===== src/rtl/if_fetch_sequencer.sv =====
// Fetch-stage sequencer: owns the PC, drives the 1-cycle-latency IM, and feeds the ID stall mux.
// Outputs are registered (Moore on state) except im_addr (PC register) and im_oe (follows reset).
module if_fetch_sequencer #(
  parameter int unsigned           DATA_SIZE = 32,
  parameter int unsigned           ADDR_SIZE = 32,
  parameter logic [ADDR_SIZE-1:0]  RESET_PC  = 32'h0000_0000,
  parameter logic [DATA_SIZE-1:0]  NOP_INST  = 32'h0000_0013
) (
  input  logic                 i_clk,
  input  logic                 i_rst,
  input  logic                 i_pc_stall,
  input  logic                 i_branch_taken,
  input  logic [ADDR_SIZE-1:0] i_branch_target,
  input  logic [DATA_SIZE-1:0] i_instruction,
  output logic [ADDR_SIZE-1:0] o_im_addr,
  output logic                 o_im_oe,
  output logic                 o_instruction_stall,
  output logic [DATA_SIZE-1:0] o_past_instruction,
  output logic [ADDR_SIZE-1:0] o_pc_id,
  output logic                 o_valid_id,
  output logic                 o_flush_id
);

  typedef enum logic [1:0] {
    ST_BOOT,
    ST_RUN,
    ST_HOLD,
    ST_KILL
  } state_t;

  state_t               r_state;
  state_t               w_state_nxt;
  logic [ADDR_SIZE-1:0] r_pc;
  logic [ADDR_SIZE-1:0] r_pc_id;
  logic [DATA_SIZE-1:0] r_past;
  logic [ADDR_SIZE-1:0] w_pc_nxt;
  logic                 w_valid;
  logic                 w_flush;
  logic                 w_istall;

  always_ff @(posedge i_clk or negedge i_rst) begin
    if (!i_rst) begin
      r_state <= ST_BOOT;
    end else begin
      r_state <= w_state_nxt;
    end
  end

  // Transitions are identical from every state; only the outputs differ.
  always_comb begin
    w_state_nxt = ST_RUN;
    w_valid     = 1'b0;
    w_flush     = 1'b0;
    w_istall    = 1'b0;
    case (r_state)
      ST_BOOT: w_valid = 1'b0;
      ST_RUN:  w_valid = 1'b1;
      ST_HOLD: begin
        w_valid  = 1'b1;
        w_istall = 1'b1;
      end
      ST_KILL: w_flush = 1'b1;
      default: w_valid = 1'b0;
    endcase
    if (i_branch_taken) begin
      w_state_nxt = ST_KILL;
    end else if (i_pc_stall) begin
      w_state_nxt = ST_HOLD;
    end
  end

  always_comb begin
    w_pc_nxt = r_pc + ADDR_SIZE'(4);
    if (i_branch_taken) begin
      w_pc_nxt = i_branch_target;
    end else if (i_pc_stall) begin
      w_pc_nxt = r_pc;
    end
  end

  always_ff @(posedge i_clk or negedge i_rst) begin
    if (!i_rst) begin
      r_pc    <= RESET_PC;
      r_pc_id <= RESET_PC;
      r_past  <= NOP_INST;
    end else begin
      r_pc <= w_pc_nxt;
      if (i_branch_taken || !i_pc_stall) begin
        r_pc_id <= r_pc;
      end
      // Tracks the stall-mux output so a held instruction survives the IM moving on.
      if (!w_istall) begin
        r_past <= i_branch_taken ? NOP_INST : i_instruction;
      end
    end
  end

  assign o_im_addr           = r_pc;
  assign o_im_oe             = i_rst;
  assign o_instruction_stall = w_istall;
  assign o_past_instruction  = r_past;
  assign o_pc_id             = r_pc_id;
  assign o_valid_id          = w_valid;
  assign o_flush_id          = w_flush;

endmodule

===== config.mk =====
export PLATFORM = sky130hd
export DESIGN_NAME = if_fetch_sequencer
export DESIGN_NICKNAME = d
export VERILOG_FILES = /design/src/rtl/if_fetch_sequencer.sv
export SDC_FILE = /design/constraint.sdc
export NUM_CORES = 1
export LEC_CHECK = 0
export BUFFER_PORTS_ARGS = -buffer_cell sky130_fd_sc_hd__buf_2
export CORE_MARGIN = 3
export CORE_UTILIZATION = 30
export DETAILED_ROUTE_END_ITERATION = 12
export HOLD_SLACK_MARGIN = 0.06
export SYNTH_ARGS = -nofsm -noshare
export SYNTH_HDL_FRONTEND = slang
export SYNTH_SLANG_ARGS = --single-unit

===== constraint.sdc =====
create_clock -name i_clk -period 1.8 [get_ports i_clk]
set_input_delay 0.09 -clock i_clk [delete_from_list [all_inputs] [get_ports i_clk]]
set_output_delay 0.09 -clock i_clk [all_outputs]
set_load 0.01 [all_outputs]

==> reports/qor.tcl, run 1 <==
set qor(outcome) {complete, but fails checks}
set qor(violations) {negative setup slack}
set qor(crit_slowest_cell) {or4_4}
set qor(synth.avg_cell_area_um2) 10.1
set qor(post-route-drc-count) 0
set qor(power.leakage_nw) 3.16
set qor(boundaryPins) 168
set qor(crit_path_end_kind) {flip-flop}
set qor(htree_levels) 3
set qor(post_synth_and_or_nand_nor_area_fraction_pct) 19.3
set qor(dpl_cell_area_mm2) 0.00581
set qor(synth_top_family_by_area) {simple AND/OR/NAND/NOR gates}
set qor(post-dp-hpwl_mm) 9.98
set qor(clk_transition_reported_paths_ns) 0.07
set qor(cts_root_buf) {clkbuf_16}
set qor(yosys_register_bits) 98
set qor(tritoncts.num_buffers) 9
set qor(final-hold-violation-count) 0
set qor(postRouteAntennaNets) 0
set qor(gp_routability_congestion) 0.851
set qor(timing_max_transition_violations_final) 0
set qor(die_height_um) 127
set qor(post_synth_main_area_contributors) {dfrtp_1 (54%), mux2_2 (8.0%), nand2_1 (7.5%)}
set qor(synthTopCellsByCount) {dfrtp_1 (95), nand2_1 (88), o21ai_0 (54)}
set qor(die-width_um) 127
set qor(floorplan.core_area_mm2) 0.0141
set qor(post_drt_via_cell_ratio) 4.80
set qor(post-route-min-period_ns) 1.88
set qor(rsz0062_at_grt) {yes}
set qor(start_to_end_type_of_the_worst_setup_path) {flip-flop to flip-flop}
set qor(sequential_cell_area_fraction_in_the_yosys_report_pct) 56.1
set qor(yosys.area.top_type) {dfrtp_1}
set qor(synthXorXnorAreaFrac_pct) 2.20
set qor(final_cell_area_mm2) 0.00684
set qor(synthToLayoutAreaGrowth_pct) 56.1
set qor(setup.worst_path.start_class) {flip-flop}
set qor(finish.net_count) 775
set qor(worst_slew_pin_slew_ns) 0.365
set qor(global_route_usage_over_all_layers_pct) 17.1
set qor(clock_latency_ns) 0.34
set qor(post_synth_num_cell_types) 41
set qor(antenna_found_initial) 0
set qor(synth.most_common_cell) {dfrtp_1}
set qor(dpl_worst_slack_ns) -0.0897
set qor(grt_overflow) 0
set qor(power-per-cell-area_mw_per_mm2) 816
set qor(synthArstFlopShare_pct) 100
set qor(yosys_warnings) 0
set qor(ir_drop_uv) 398
set qor(final-setup-viol-count) 4
set qor(final.hold.worst_slack_ns) 0.0826
set qor(path_buf_inv) 1
set qor(synth-edff-count) 0
set qor(timing.critical_path.cells) {nand4_4 > or4_4 > buf_12 > or4_1 > a31oi_1}
set qor(cp_data_required_time_ns) 2.06
set qor(drt_initial_violations) 199
set qor(timing.clock.skew_ns) 0.00866
set qor(max_cap_viol_count) 0
set qor(crit_path_max_incr_delay_ns) 0.52
set qor(synth_fp_nets) 504
set qor(clockBufferDepth) 2
set qor(routed-via-count) 4269
set qor(first_global_vias) 4311
set qor(cts_sinks) 98
set qor(pin_count_of_the_biggest_net_entering_global_routing) 66
set qor(placement_rows) 43
set qor(area_share_of_fa_ha_maj_cells_after_synthesis_pct) 0.857
set qor(drt_first_pass_iters) 4
set qor(antenna-diode-count) 0
set qor(syn_area_mm2) 0.00438
set qor(synth-compound-area-share_pct) 10.4
set qor(grt_first_pass_wirelength_mm) 22.1
set qor(crit_family) {simple AND/OR/NAND/NOR gates}
set qor(ys.flop_type) {dfrtp_1}
set qor(timing.max_slew.rel_slack_pct) 75.7
set qor(synth_cells) 433
set qor(die_area_mm2) 0.0161
set qor(min_path_type) {input pin to flip-flop}
set qor(final_min_period_over_clock_period_pct) 104
set qor(overall_routed_net_length_mm) 13.7
set qor(clock.fmax_mhz) 533
set qor(yosys.area.top_type_share_pct) 54.3
set qor(timing.setup.tns_ns) -0.249
set qor(drt-wirelength-per-cell_um) 15.5
set qor(drive_gt1_share_pct) 42.3
set qor(cts_tree) {done}
set qor(cp_max_fo) 7
set qor(worst-endpoint-arrival_ns) 2.14
set qor(synth.mux.area_fraction_pct) 8.20
set qor(final_critical_path_setup_slack_ns) -0.0766
set qor(start_util_pct) 31.1
set qor(port-buffer-count) 167
stage by stage:
stage	power, W	cells	util, %
6_report	0.00558	889	48.5
5_1_grt	0.00589	889	48.5
4_1_cts	0.00565	887	47.9
3_5_place_dp	0.00369	803	41.2
3_3_place_gp	0.00366	803	41.2
2_1_floorplan	0.00307	433	-
worst reg2reg max path, stage by stage, from the launching register on:
cell and delay (ns):
dfrtp_2 0.38, nand4_4 0.10, or4_4 0.52, buf_12 0.15, or4_1 0.47, a31oi_1 0.17
report_power, final:
| part | switching, W | leakage, nW | total [W] | internal, W |
|---|---|---|---|---|
| Combinational | 0.000605 | 1.85 | 0.00119 | 0.000587 |
| Sequential | 0.000137 | 1.17 | 0.00256 | 0.00243 |
| Clock | 0.000816 | 0.139 | 0.00183 | 0.00101 |
| Total | 0.00156 | 3.16 | 0.00558 | 0.00402 |
placed cells by master (no fill, tap or decap), types with 4 or more instances in the layout:
cell type and count:
dlygate4sd3_1 64, dfrtp_2 10, clkbuf_16 9, xnor2_1 6
xor2_1 5, nand2_1 88, buf_12 4, buf_2 166
or4_1 8, nand4_1 15, buf_4 51, inv_1 7
mux2_2 31, nor2_1 19, o31ai_1 5, and3_1 5
a31oi_1 12, dfrtp_1 85, o21ai_0 54, nand3_1 9
or3_1 6
cell families after synthesis:
kind of cell,count (synthesis)
buffers and inverters,34
adder cells (fa/ha/maj),3
multiplexers,32
AO/OA/AOI/OAI,80
flip-flops,98
XOR/XNOR,11
AND/OR/NAND/NOR,175
timing repair:
| action | 4_1_cts | 5_1_grt |
|---|---|---|
| hold endpoints to repair | 160 | 0 |
| gates resized for setup | 0 | 15 |
| hold buffers | 64 | 0 |
| setup buffers | 4 | 3 |
| endpoints found under the setup margin | 8 | 13 |
| pin swaps | 3 | 6 |
worst paths after layout:
check                                                    from                                  to  slack, ns  depth (start not counted)
max                                 o_im_addr[10]$_DFFE_PN0N_           o_im_addr[23]$_DFFE_PN0N_      -0.08                          5
min                                       i_branch_target[13]           o_im_addr[13]$_DFFE_PN0N_       0.08                          3
max reg2reg                         o_im_addr[10]$_DFFE_PN0N_           o_im_addr[23]$_DFFE_PN0N_      -0.08                          5
min reg2reg                o_past_instruction[12]$_DFFE_PN0N_  o_past_instruction[12]$_DFFE_PN0N_       0.48                          2
max in group asynchronous                               i_rst           o_im_addr[15]$_DFFE_PN0N_       0.99                          3
min in group asynchronous                               i_rst   o_past_instruction[6]$_DFFE_PN0N_       0.16                          2
registers in the layout (all words and copies together), names as in the netlist:
| signal | cells |
|---|---|
| o_im_addr | 32 |
| o_pc_id | 32 |
| r_state | 2 |
| o_past_instruction | 32 |
final cells by class:
cell class | instances | area (um^2)
multi-input cells | 301 | 1890
repair buffers | 286 | 1950
inverters | 8 | 30.0
fillers | 1302 | 7260
clock buffers | 12 | 256
flip-flops and latches | 98 | 2470
well taps | 180 | 225
clock inverters | 4 | 26.3
routing by layer:
| metal | share of wire [%] | track usage (%) | wire (um) | vias to the layer above |
|---|---|---|---|---|
| li1 | - | - | - | 2067 |
| met1 | 43 | 22.0 | 5980 | 2040 |
| met2 | 48 | 28.8 | 6630 | 145 |
| met3 | 6.7 | 3.58 | 917 | 17 |
| met4 | 1.6 | 5.49 | 226 | 0 |
| met5 | 0 | 0 | 0 | - |
Note: power is estimated with default switching activity, not from simulation.
==> run 2: changes to the inputs <==
--- a/config.mk
+++ b/config.mk
@@ -10,6 +10,7 @@
 export CORE_UTILIZATION = 30
 export DETAILED_ROUTE_END_ITERATION = 12
 export HOLD_SLACK_MARGIN = 0.06
+export SETUP_SLACK_MARGIN = 0.2
 export SYNTH_ARGS = -nofsm -noshare
 export SYNTH_HDL_FRONTEND = slang
 export SYNTH_SLANG_ARGS = --single-unit
==> run 2 against run 1 <==
Effect of this change:
- the run still ends with negative setup slack left
- routed wire length is 2.7% lower
- utilization is 0.46 points higher
- design area is 0.95% higher
- clock power is 5% higher
- die area stayed put
- clock-buffer cell count is 2 lower
- clock skew hardly changed
- worst setup slack worse by 0.015 ns
- sequential power hardly changed
- cell count stayed put
- register-to-register slack hardly changed
- critical path type unchanged
==> reports/qor.tcl, run 2 (synthesis results as in run 1) <==
set qor(grt_first_pass_wirelength_mm) 21.7
set qor(power-per-cell-area_mw_per_mm2) 826
set qor(htree_levels) 3
set qor(critical_path_depth) 5
set qor(finalNonFillerCells) 889
set qor(commonest_cells_after_routing_fill_and_taps_aside) {buf_2 (166), nand2_1 (88), dfrtp_1 (86), dlygate4sd3_1 (65), o21ai_0 (54)}
set qor(postRouteAntennaNets) 0
set qor(global_route_usage_over_all_layers_pct) 16.7
set qor(layout.area.seq_mm2) 0.00247
set qor(final_util_pct) 49.0
set qor(antenna_found_initial) 0
set qor(min_path_type) {input pin to flip-flop}
set qor(cts_sinks) 98
set qor(die_height_um) 127
set qor(drive_gt1_share_pct) 41.9
set qor(grt_overflow) 0
set qor(timing.clock.skew_ns) 0.00889
set qor(number_of_stages_on_the_worst_hold_path) 3
set qor(violations) {negative setup slack}
set qor(final-setup-viol-count) 4
set qor(start_util_pct) 31.1
set qor(drt_initial_violations) 127
set qor(placement_rows) 43
set qor(post-dp-hpwl_mm) 9.40
set qor(final_min_period_over_clock_period_pct) 105
set qor(reg2regPathDepth) 5
set qor(ir_drop_uv) 411
set qor(start_to_end_type_of_the_worst_setup_path) {flip-flop to flip-flop}
set qor(worst_slew_pin_slew_ns) 0.396
set qor(post-route-min-period_ns) 1.89
set qor(crit_path_end_kind) {flip-flop}
set qor(clock_latency_ns) 0.35
set qor(floorplan.core_area_mm2) 0.0141
set qor(crit_path_max_incr_delay_ns) 0.52
set qor(path_buf_inv) 1
set qor(boundaryPins) 168
set qor(outcome) {complete, but fails checks}
set qor(cp_max_fo) 7
set qor(port-buffer-count) 167
set qor(final_cell_area_mm2) 0.00690
set qor(cell_repeated_most_along_the_worst_path) {or4_4}
set qor(die_area_mm2) 0.0161
set qor(dpl_cell_area_mm2) 0.00580
set qor(clockBufferDepth) 2
set qor(overall_routed_net_length_mm) 13.4
set qor(rsz0062_at_grt) {yes}
set qor(worst-endpoint-arrival_ns) 2.16
set qor(setup.worst_path.start_class) {flip-flop}
set qor(crit_family) {simple AND/OR/NAND/NOR gates}
set qor(dpl_worst_slack_ns) -0.0770
set qor(crit_slowest_cell) {or4_4}
set qor(timing.critical_path.cells) {nand4_4 > or4_4 > buf_12 > or4_4 > a31oi_1}
set qor(timing.max_slew.rel_slack_pct) 73.6
set qor(drt_first_pass_iters) 4
set qor(cts_tree) {done}
set qor(first_global_vias) 4383
set qor(finish.net_count) 775
set qor(clk_transition_reported_paths_ns) 0.07
set qor(cts_root_buf) {clkbuf_16}
set qor(tritoncts.num_buffers) 9
set qor(n_fill_cell) 1301
set qor(pin_count_of_the_biggest_net_entering_global_routing) 66
set qor(routed-via-count) 4256
set qor(power.leakage_nw) 3.18
set qor(timing_max_transition_violations_final) 0
set qor(post_drt_via_cell_ratio) 4.79
set qor(cp_data_required_time_ns) 2.07
set qor(total_area_of_multi_input_combinational_cells_mm2) 0.00189
set qor(post-route-drc-count) 0
set qor(synthToLayoutAreaGrowth_pct) 57.5
set qor(clock.fmax_mhz) 529
set qor(placed_cell_count) 799
set qor(final.hold.worst_slack_ns) 0.123
set qor(layout_commonest_cell) {buf_2}
set qor(drt-wirelength-per-cell_um) 15.0
set qor(die-width_um) 127
set qor(final-hold-violation-count) 0
set qor(gp_routability_congestion) 0.840
set qor(final_critical_path_setup_slack_ns) -0.0914
set qor(antenna-diode-count) 0
set qor(max_cap_viol_count) 0
[run 2: final timing paths]
path,endpoint,from,slack (ns)
min in group asynchronous,o_pc_id[12]$_DFFE_PN0N_,i_rst,0.14
worst max register to register,o_im_addr[23]$_DFFE_PN0N_,o_im_addr[10]$_DFFE_PN0N_,-0.09
max in group asynchronous,o_past_instruction[4]$_DFFE_PN1N_,i_rst,0.97
worst max-delay path,o_im_addr[23]$_DFFE_PN0N_,o_im_addr[10]$_DFFE_PN0N_,-0.09
worst min-delay path,o_im_addr[16]$_DFFE_PN0N_,i_branch_taken,0.12
worst min register to register,o_past_instruction[30]$_DFFE_PN0N_,o_past_instruction[30]$_DFFE_PN0N_,0.48
[run 2: routing by layer]
metal  share of wire, %  vias to the layer above  GRT usage [%]  wire (um)
met4                3.0                        0           8.33        395
met3                5.2                       30           3.62        691
li1                   -                     2064              -          -
met1                 45                     2033           21.2       5980
met2                 47                      129           27.1       6300
met5                  0                        -              0          0
[run 2: what timing repair did]
action                                  in CTS  in global routing
pin swaps                                    5                  8
gates resized for setup                      9                 12
hold buffers                                65                  0
endpoints found under the hold margin      159                  0
endpoints found under the setup margin      18                 17
setup buffers                                4                  5
[run 2: stage by stage]
stage / total power (W) / setup TNS (ns)
finish: 0.00570 / -0.177
global route: 0.00601 / -0.563
CTS: 0.00576 / -0.259
detailed placement: 0.00368 / -0.307
global placement: 0.00365 / -0.0579
floorplan: 0.00307 / -0.338
[run 2: area by class of cell]
cell class,instances,area share (%)
clock buffer,10,3.32
clock inverter,6,0.979
inverter,8,0.435
multi-input combinational,301,27.4
sequential,98,35.7
tap,180,3.26
timing repair buffer,286,28.9
[run 2: report_power, final]
part	leakage (nW)	switching, W	internal (W)
Clock	0.139	0.000850	0.00108
Combinational	1.88	0.000608	0.000603
Sequential	1.17	0.000136	0.00243
[run 2: worst register-to-register path, stage by stage, from the launching register on]
cell,delay [ns]
dfrtp_2,0.39
nand4_4,0.11
or4_4,0.52
buf_12,0.15
or4_4,0.47
a31oi_1,0.18
==> run 3: changes to the inputs <==
--- a/config.mk
+++ b/config.mk
@@ -11,6 +11,7 @@
 export DETAILED_ROUTE_END_ITERATION = 12
 export HOLD_SLACK_MARGIN = 0.06
 export SETUP_SLACK_MARGIN = 0.2
+export SKIP_LAST_GASP = 1
 export SYNTH_ARGS = -nofsm -noshare
 export SYNTH_HDL_FRONTEND = slang
 export SYNTH_SLANG_ARGS = --single-unit
==> run 3 against run 2 <==
Effect of this change:
- the run still ends with negative setup slack left
- sequential power hardly changed
- global-route usage hardly changed
- clock power hardly changed
- sequential cell count stayed put
- die area did not move
- clock skew is essentially flat
- worst hold slack improved by 0.0049 ns
- register-to-register slack hardly changed
- clock-buffer cell count did not move
- critical path type unchanged
==> reports/qor.tcl, run 3 (synthesis results as in run 1) <==
set qor(outcome) {complete, but fails checks}
set qor(violations) {negative setup slack}
set qor(postRouteAntennaNets) 0
set qor(first_global_vias) 4383
set qor(antenna_found_initial) 0
set qor(worstHoldEndpoint) {o_im_addr[16]$_DFFE_PN0N_}
set qor(post-dp-hpwl_mm) 9.40
set qor(global_route_usage_over_all_layers_pct) 16.7
set qor(drt_initial_violations) 138
set qor(routed-via-count) 4262
set qor(layout.area.seq_mm2) 0.00247
set qor(n_fill_cell) 1302
set qor(drt-wirelength-per-cell_um) 15.1
set qor(ir_drop_uv) 412
set qor(rsz0062_at_grt) {yes}
set qor(grt_first_pass_wirelength_mm) 21.7
set qor(cp_max_fo) 7
set qor(tritoncts.num_buffers) 9
set qor(r2r-start) {o_im_addr[10]$_DFFE_PN0N_}
set qor(dpl_cell_area_mm2) 0.00580
set qor(reg2regPathDepth) 5
set qor(final_critical_path_setup_slack_ns) -0.0874
set qor(critical_path_depth) 5
set qor(finalNonFillerCells) 890
set qor(power.leakage_nw) 3.18
set qor(drive_gt1_share_pct) 41.7
set qor(final-setup-viol-count) 4
set qor(finish.net_count) 776
set qor(crit_path_max_incr_delay_ns) 0.52
set qor(cell_repeated_most_along_the_worst_path) {or4_4}
set qor(synthToLayoutAreaGrowth_pct) 57.1
set qor(crit_family) {simple AND/OR/NAND/NOR gates}
set qor(post-route-min-period_ns) 1.89
set qor(start_to_end_type_of_the_worst_setup_path) {flip-flop to flip-flop}
set qor(gp_routability_congestion) 0.840
set qor(clockBufferDepth) 2
set qor(max_cap_viol_count) 0
set qor(worst-endpoint-arrival_ns) 2.16
set qor(path_buf_inv) 1
set qor(final_cell_area_mm2) 0.00688
set qor(setup.worst_path.start_class) {flip-flop}
set qor(cts_root_buf) {clkbuf_16}
set qor(clock_latency_ns) 0.35
set qor(min_path_type) {input pin to flip-flop}
set qor(power-per-cell-area_mw_per_mm2) 827
set qor(floorplan.core_area_mm2) 0.0141
set qor(final-hold-violation-count) 0
set qor(timing.max_slew.rel_slack_pct) 73.5
set qor(boundaryPins) 168
set qor(cts_tree) {done}
set qor(timing.critical_path.cells) {nand4_4 > or4_4 > buf_12 > or4_4 > a31oi_1}
set qor(layout_commonest_cell) {buf_2}
set qor(antenna-diode-count) 0
set qor(cp-startpoint) {o_im_addr[10]$_DFFE_PN0N_}
set qor(final_min_period_over_clock_period_pct) 105
set qor(hold_start) {i_branch_taken}
set qor(placement_rows) 43
set qor(die-width_um) 127
set qor(die_area_mm2) 0.0161
set qor(drt_first_pass_iters) 4
set qor(crit-reg2reg-capture) {o_im_addr[23]$_DFFE_PN0N_}
set qor(post_drt_via_cell_ratio) 4.79
set qor(grt_overflow) 0
set qor(cp_data_required_time_ns) 2.07
set qor(total_area_of_multi_input_combinational_cells_mm2) 0.00188
set qor(number_of_stages_on_the_worst_hold_path) 3
set qor(clk_transition_reported_paths_ns) 0.07
set qor(cts_sinks) 98
set qor(timing_max_transition_violations_final) 0
set qor(clock.fmax_mhz) 530
set qor(crit_slowest_cell) {or4_4}
set qor(pin_count_of_the_biggest_net_entering_global_routing) 66
set qor(overall_routed_net_length_mm) 13.4
set qor(die_height_um) 127
set qor(r2r_setup_slk_ns) -0.09
set qor(crit_path_end_kind) {flip-flop}
set qor(commonest_cells_after_routing_fill_and_taps_aside) {buf_2 (167), nand2_1 (88), dfrtp_1 (87), dlygate4sd3_1 (65), o21ai_0 (53)}
set qor(placed_cell_count) 799
set qor(start_util_pct) 31.1
set qor(port-buffer-count) 167
set qor(worst_slew_pin_slew_ns) 0.398
set qor(timing.clock.skew_ns) 0.00859
set qor(htree_levels) 3
set qor(post-route-drc-count) 0
-- run 3: cell types whose count changed in the layout (fill, tap and decap cells not counted), sizes merged --
cell,change
buf,+1
-- run 3: power by group --
group	internal (W)	switching (W)	leakage, nW
Clock	0.00108	0.000847	0.139
Sequential	0.00242	0.000134	1.17
Combinational	0.000598	0.000607	1.87
-- run 3: layer usage --
metal / share of wire [%] / track usage (%) / vias up
li1: - / - / 2064
met3: 5.3 / 3.62 / 29
met4: 2.6 / 8.33 / 0
met5: 0 / 0 / -
met2: 48 / 27.1 / 129
met1: 45 / 21.1 / 2040
-- run 3: area by class of cell --
type,count,share of cell area (%)
well taps,180,3.27
clock inverters,6,0.982
repair buffers,287,28.8
inverters,8,0.436
multi-input cells,301,27.3
flip-flops and latches,98,35.8
clock buffers,10,3.33
-- run 3: per-stage QoR --
stage	util (%)	worst slack [ns]	TNS (ns)	hold slack [ns]	total power, W
after CTS	48.2	-0.0672	-0.259	0.117	0.00576
after global placement	41.2	-0.0261	-0.0579	-0.0380	0.00365
after floorplan	-	-0.179	-0.338	-0.206	0.00307
final	48.8	-0.0874	-0.169	0.128	0.00569
after global routing	48.8	-0.134	-0.567	0.145	0.00600
after detailed placement	41.2	-0.0770	-0.307	-0.0321	0.00368
-- run 3: worst max-delay path by stage --
stage	to	slack (ns)
after floorplan	o_im_addr[29]$_DFFE_PN0N_	-0.18
after global placement	o_im_addr[23]$_DFFE_PN0N_	-0.03
after detailed placement	o_im_addr[23]$_DFFE_PN0N_	-0.08
after CTS	o_im_addr[31]$_DFFE_PN0N_	-0.07
after global routing	o_im_addr[31]$_DFFE_PN0N_	-0.13
final	o_im_addr[23]$_DFFE_PN0N_	-0.09
-- run 3: tightest hold or removal path, cell delays in order --
cell     delay [ns]
buf_2          0.19
nand2_1        0.09
nand3_1        0.06
-- run 3: what timing repair did --
item,in CTS,in global routing
setup endpoints to repair,18,19
setup buffers,4,5
gates cloned,0,1
hold endpoints to repair,159,0
pin swaps,5,10
resized for setup,7,8
hold buffers,65,0
